## config.mk

```make
export PLATFORM = sky130hd
export DESIGN_NAME = imem_port_arbiter
export DESIGN_NICKNAME = d
export VERILOG_FILES = /design/src/rtl/imem_port_arbiter.sv
export SDC_FILE = /design/constraint.sdc
export NUM_CORES = 1
export LEC_CHECK = 0
export BUFFER_PORTS_ARGS = -buffer_cell sky130_fd_sc_hd__buf_2
export CORE_AREA = 2 2 102 104
export CTS_CLUSTER_DIAMETER = 120
export DETAILED_ROUTE_END_ITERATION = 10
export DIE_AREA = 0 0 104 106
export GPL_ROUTABILITY_DRIVEN = 0
export GPL_TIMING_DRIVEN = 0
export PLACE_DENSITY = 0.8
export SETUP_SLACK_MARGIN = 0.05
export SLEW_MARGIN = 20
export SYNTH_ARGS = -nofsm -noshare
export SYNTH_HDL_FRONTEND = slang
export SYNTH_SLANG_ARGS = --single-unit
```

## constraint.sdc

```tcl
create_clock -name clk -period 4 [get_ports clk]
set_clock_uncertainty 0.2 [all_clocks]
set_input_delay 0.4 -clock clk [delete_from_list [all_inputs] [get_ports clk]]
set_output_delay 0.4 -clock clk [all_outputs]
set_load 0.01 [all_outputs]
```

## src/rtl/imem_port_arbiter.sv

```systemverilog
// imem_port_arbiter
// Shares one single-port synchronous RAM (1-cycle read latency) between
// instruction fetch (read), load/store (read/write) and the UART program
// loader (write). The grant is decided combinationally in cycle N and drives
// mem_* directly. The owner is registered at the end of N, and the matching
// valid/ack pulse is decoded from it in N+1. Grants may issue every cycle.
//
// Ports:
//   clk, reset               rising-edge clock, synchronous active-high reset
//   if_req/if_addr           fetch read request  -> if_rdata/if_valid
//   d_req/d_we/d_addr/d_wdata data access request -> d_rdata/d_valid
//   ld_mode                  1 = loader owns the RAM, fetch/data ignored
//   ld_req/ld_addr/ld_wdata  loader write request -> ld_ack
//   mem_en/we/addr/wdata     RAM command, mem_rdata RAM read data
//   pc_stall                 freeze PC while fetch is not being served
//
// Optional feature, macro ARB_PERF_CNT_EN: adds the stall_cycles and
// conflict_cycles performance counters as outputs.
module imem_port_arbiter #(
   parameter int ADDR_W       = 14,
   parameter int DATA_W       = 32,
   parameter int STARVE_LIMIT = 4
) (
   input  logic              clk,
   input  logic              reset,
   input  logic              if_req,
   input  logic [ADDR_W-1:0] if_addr,
   output logic [DATA_W-1:0] if_rdata,
   output logic              if_valid,
   input  logic              d_req,
   input  logic              d_we,
   input  logic [ADDR_W-1:0] d_addr,
   input  logic [DATA_W-1:0] d_wdata,
   output logic [DATA_W-1:0] d_rdata,
   output logic              d_valid,
   input  logic              ld_mode,
   input  logic              ld_req,
   input  logic [ADDR_W-1:0] ld_addr,
   input  logic [DATA_W-1:0] ld_wdata,
   output logic              ld_ack,
   output logic              mem_en,
   output logic              mem_we,
   output logic [ADDR_W-1:0] mem_addr,
   output logic [DATA_W-1:0] mem_wdata,
   input  logic [DATA_W-1:0] mem_rdata,
   output logic              pc_stall
`ifdef ARB_PERF_CNT_EN
   ,
   output logic [31:0]       stall_cycles,
   output logic [31:0]       conflict_cycles
`endif
);

   typedef enum logic [1:0] {OWN_NONE, OWN_IF, OWN_D, OWN_LD} owner_e;

   localparam logic [3:0] LIMIT = 4'(STARVE_LIMIT);

   owner_e            owner_q, owner_d;
   logic [3:0]        starve_cnt_q, starve_cnt_d;
   logic [ADDR_W-1:0] addr_q;
   logic [DATA_W-1:0] wdata_q;

   // Grant decision and RAM command. With no grant, address and write data
   // keep their last values so the RAM pins do not toggle needlessly.
   always_comb begin
      owner_d      = OWN_NONE;
      starve_cnt_d = starve_cnt_q;
      mem_en       = 1'b0;
      mem_we       = 1'b0;
      mem_addr     = addr_q;
      mem_wdata    = wdata_q;
      if (reset) begin
         // No new access starts while reset is held.
         starve_cnt_d = 4'd0;
      end else if (ld_mode) begin
         starve_cnt_d = 4'd0;
         if (ld_req) begin
            owner_d   = OWN_LD;
            mem_en    = 1'b1;
            mem_we    = 1'b1;
            mem_addr  = ld_addr;
            mem_wdata = ld_wdata;
         end
      end else begin
         // Data has priority unless fetch has waited STARVE_LIMIT data grants.
         if (if_req && (starve_cnt_q == LIMIT || !d_req)) begin
            owner_d  = OWN_IF;
            mem_en   = 1'b1;
            mem_addr = if_addr;
         end else if (d_req) begin
            owner_d   = OWN_D;
            mem_en    = 1'b1;
            mem_we    = d_we;
            mem_addr  = d_addr;
            mem_wdata = d_wdata;
         end
         if (!if_req || owner_d == OWN_IF)
            starve_cnt_d = 4'd0;
         else if (owner_d == OWN_D && starve_cnt_q != 4'hF)
            starve_cnt_d = starve_cnt_q + 4'd1;
      end
   end

   assign pc_stall = ld_mode | (if_req & (owner_d != OWN_IF));

   always_ff @(posedge clk) begin
      if (reset) begin
         owner_q      <= OWN_NONE;
         starve_cnt_q <= 4'd0;
         addr_q       <= '0;
         wdata_q      <= '0;
      end else begin
         owner_q      <= owner_d;
         starve_cnt_q <= starve_cnt_d;
         addr_q       <= mem_addr;
         wdata_q      <= mem_wdata;
      end
   end

   // A grant still outstanding when reset arrives is dropped silently.
   assign if_valid = (owner_q == OWN_IF) & ~reset;
   assign d_valid  = (owner_q == OWN_D)  & ~reset;
   assign ld_ack   = (owner_q == OWN_LD) & ~reset;
   assign if_rdata = mem_rdata;
   assign d_rdata  = mem_rdata;

`ifdef ARB_PERF_CNT_EN
   logic [31:0] stall_cycles_q, conflict_cycles_q;

   always_ff @(posedge clk) begin
      if (reset) begin
         stall_cycles_q    <= 32'd0;
         conflict_cycles_q <= 32'd0;
      end else if (!ld_mode) begin
         if (pc_stall)        stall_cycles_q    <= stall_cycles_q + 32'd1;
         if (if_req && d_req) conflict_cycles_q <= conflict_cycles_q + 32'd1;
      end
   end

   assign stall_cycles    = stall_cycles_q;
   assign conflict_cycles = conflict_cycles_q;
`endif

endmodule

```

==> results.tsv <==
stage	metric	value	unit
run_status	status	finished, final reports clean	
die	IO Pins	261	
sta	Slew Viols, Final	0	
setup_path	CP max stage delay	0.36	ns
yosys	#FFs+latches synth	52	
yosys	main combinational cell family by area after synthesis	compound AO/OA/AOI/OAI gates	
yosys	synthesized area	0.00436	sq mm
sta	Max Clk Rate	335	MHz
clocking	hold_buf cts	0	
setup_path	cell mode on critical path	buf_2	
sta	worst-margin pin slew	0.620	ns
setup_path	CP endpoint kind	output pin	
setup_path	CP Data Required Time	3.40	ns
cells_and_area	FILL cells	959	
setup_path	CP Depth	8	
die	Die X	104	um
pwr	PwrDens	266	mW/mm^2
clocking	htree depth	2	
setup_path	startpoint types	flip-flop	
worst_hold_path	Hold/Removal Path Class	in -> reg	
die	Die H	106	um
yosys	Synth Area in XOR/XNOR	0	%
global_route	Tot GR Track Use	24.6	%
pwr	Max IR drop VDD	0.163	mV
yosys	ys flop type	dfxtp_1	
cells_and_area	Antenna Diode Count	0	
die	die area	0.0110	sq mm
clocking	worst skew pair latency	0.31	ns
die	FP Rows	37	
sta	Slew headroom	58.7	%
cells_and_area	Finished Layout Cells	898	
clocking	PostCTS Resize Cnt	0	
setup_path	CP delay by family, top	compound AO/OA/AOI/OAI gates	
cells_and_area	nets	908	
yosys	Simple-Gate Fraction of Synth Area	8.52	%
sta	setup_tns	0	ns
yosys	post-synth cell types	37	
yosys	Synth Area in Adders	0.574	%
yosys	top post-synthesis cells by count	a21oi_1, mux2i_1, buf_4	
yosys	Cells after Synth	530	
route	DRT iter0 DRCs	484	
global_route	first-pass GRT wire length	22600	um
worst_hold_path	Cells on Worst Hold Path	3	
clocking	CTS clk-pin slew, worst paths	0.11	ns
sta	Final Setup Violations	0	
yosys	proportion of synthesized area in mux cells	21.3	%
route	ANT nets after route	0	
global_route	initial antenna violation count	0	
yosys	Post-synth ARST share	0	%
placed_design	PortBufs	224	
setup_path	CP Data Arrival Time	2.39	ns
placed_design	post-DP HPWL	10900	um
route	drt wl/cell	16.1	um
setup_path	CP Max Fanout	10	
sta	Final period util	74.7	%
global_route	global route overflow	0	
yosys	Compound-Gate Fraction of Synth Area	28.1	%
yosys	Post-synth EDFFs	0	
route	vias	4993	
clocking	setup bufs post-CTS	0	
setup_path	slowest stage cell, crit path	dfxtp_1	
sta	unrepaired setup endpoints after global routing	no	
cells_and_area	fin area	0.00576	sq mm
clocking	clock root cell	clkbuf_8	
placed_design	DP Cell Count	890	
route	vias per cell	5.56	
setup_path	Bufs and invs on worst path	3	
route	total iterations of the first detailed-routing run	5	
global_route	pin count of the biggest net entering global routing	16	
global_route	vias in the first global route	4817	
placed_design	placed inst area	0.00565	sq mm
cells_and_area	share of post-route cells with drive strength above 1	44.5	%
die	Initial Util	43.6	%
route	final wirelength	14500	um
sta	Final min period	2.99	ns
yosys	leading area contributor after synthesis	dfxtp_1	
route	Post-route DRC	0	
yosys	post-synth net total	677	
clocking	clock buffer depth	2	
sta	final hold violations	0	
yosys	YS warnings	0	
cells_and_area	P&R area growth vs syn	32.1	%
setup_path	Crit Path Class	reg -> out	
clocking	Num CTS Buffers	5	
yosys	most common cell in the netlist	a21oi_1	
run	max_cap viols	0	
clocking	Clock Sinks	52	
pwr	P_leak	2.86	nW
clocking	CTS tree	built	
yosys	post-synthesis sequential area ratio	23.9	%
yosys	ranking of synthesized cells by area	dfxtp_1, mux2i_1, a21oi_1, buf_4, a21boi_1	
yosys	Yosys top cell area share	23.9	%
setup_path	CP Cell Sequence	inv_1 > ha_1 > nand3b_1 > a21boi_2 > buf_2 > a221oi_1 > a21oi_1 > buf_2	
setup_path	worst r2r path cells	8	
die	core area	0.0100	sq mm
yosys	Mapped Avg Cell Area	8.23	sq um
layer usage:
metal / wire length [um] / global-route usage [%]
met1: 5820 / 28.6
met2: 7190 / 44.5
met3: 1110 / 5.27
met4: 373 / 8.88
met5: 0 / 0
final cells by class:
cell class	count	area [sq um]	area share, %
Inverter	6	22.5	0.391
Timing Repair Buffer	224	1120	19.5
Multi-Input combinational cell	360	2550	44.2
Tap cell	136	170	2.95
Clock buffer	6	72.6	1.26
Clock inverter	2	35.0	0.608
Sequential cell	52	1040	18.1
Buffer	112	749	13.0
cell usage in the layout (no fill, tap or decap), drive strengths merged:
| cell | count |
|---|---|
| clkinv | 1 |
| nor3b | 2 |
| mux2 | 14 |
| nand3b | 2 |
| nor3 | 1 |
| nand3 | 3 |
| o22a | 2 |
| a221oi | 14 |
| nor4 | 14 |
| inv | 6 |
| a21boi | 33 |
| nand4 | 2 |
| a21oi | 116 |
| clkbuf | 32 |
| or3 | 1 |
| and4b | 1 |
| bufinv | 1 |
| nand4b | 2 |
| mux2i | 77 |
| nor2 | 31 |
| o22ai | 31 |
| nand2 | 3 |
| nor2b | 2 |
| dfxtp | 52 |
| and3 | 1 |
| buf | 310 |
| ha | 2 |
| a211o | 1 |
| o211a | 1 |
| o21ai | 4 |
metrics by stage:
| stage | utilization [%] | hold WS, ns | total power [mW] | setup slack [ns] |
|---|---|---|---|---|
| after global placement | 56.5 | 0.282 | 1.14 | 1.44 |
| after CTS | 57.6 | 0.134 | 1.53 | 1.01 |
| after detailed placement | 56.5 | 0.290 | 1.16 | 1.38 |
| final | 57.6 | 0.127 | 1.53 | 1.01 |
| after floorplan | - | 0.272 | 0.954 | 1.72 |
| after global routing | 57.6 | 0.140 | 1.61 | 0.816 |
registers in the layout, summed over array words and instances (netlist names):
signal	flops
wdata_q	32
addr_q	14
starve_cnt_q	4
owner_q	2
path summary, 6_finish.rpt:
| kind | from | to | slack, ns |
|---|---|---|---|
| hold reg to reg | wdata_q[30] | wdata_q[30] | 0.32 |
| setup / recovery | starve_cnt_q[0] | mem_addr[8] | 1.01 |
| hold / removal | if_addr[6] | addr_q[6] | 0.13 |
| setup reg to reg | starve_cnt_q[0] | wdata_q[25] | 1.85 |
worst register-to-register path, cell delays in order, from the launching register on:
cell      delay, ns
dfxtp_1        0.41
inv_1          0.06
ha_1           0.27
and4b_1        0.23
buf_6          0.14
nor2_8         0.19
buf_6          0.21
mux2i_1        0.23
a21boi_1       0.08
kinds of logic (layout without fill, tap and decap cells):
kind of cell / after synthesis / after routing
AND/OR/NAND/NOR: 65 / 65
adder cells (fa/ha/maj): 2 / 2
AO/OA/AOI/OAI: 202 / 202
buffers and inverters: 118 / 350
flip-flops: 52 / 52
multiplexers: 91 / 91
power by group:
part           internal, mW  total (mW)  switching (mW)  leakage, nW
logic                 0.276       0.566           0.290         2.37
clock network         0.187       0.380           0.194       0.0552
registers             0.556       0.588          0.0326        0.431
total                  1.02        1.53           0.516         2.86
(Power assumes the default switching activity.)
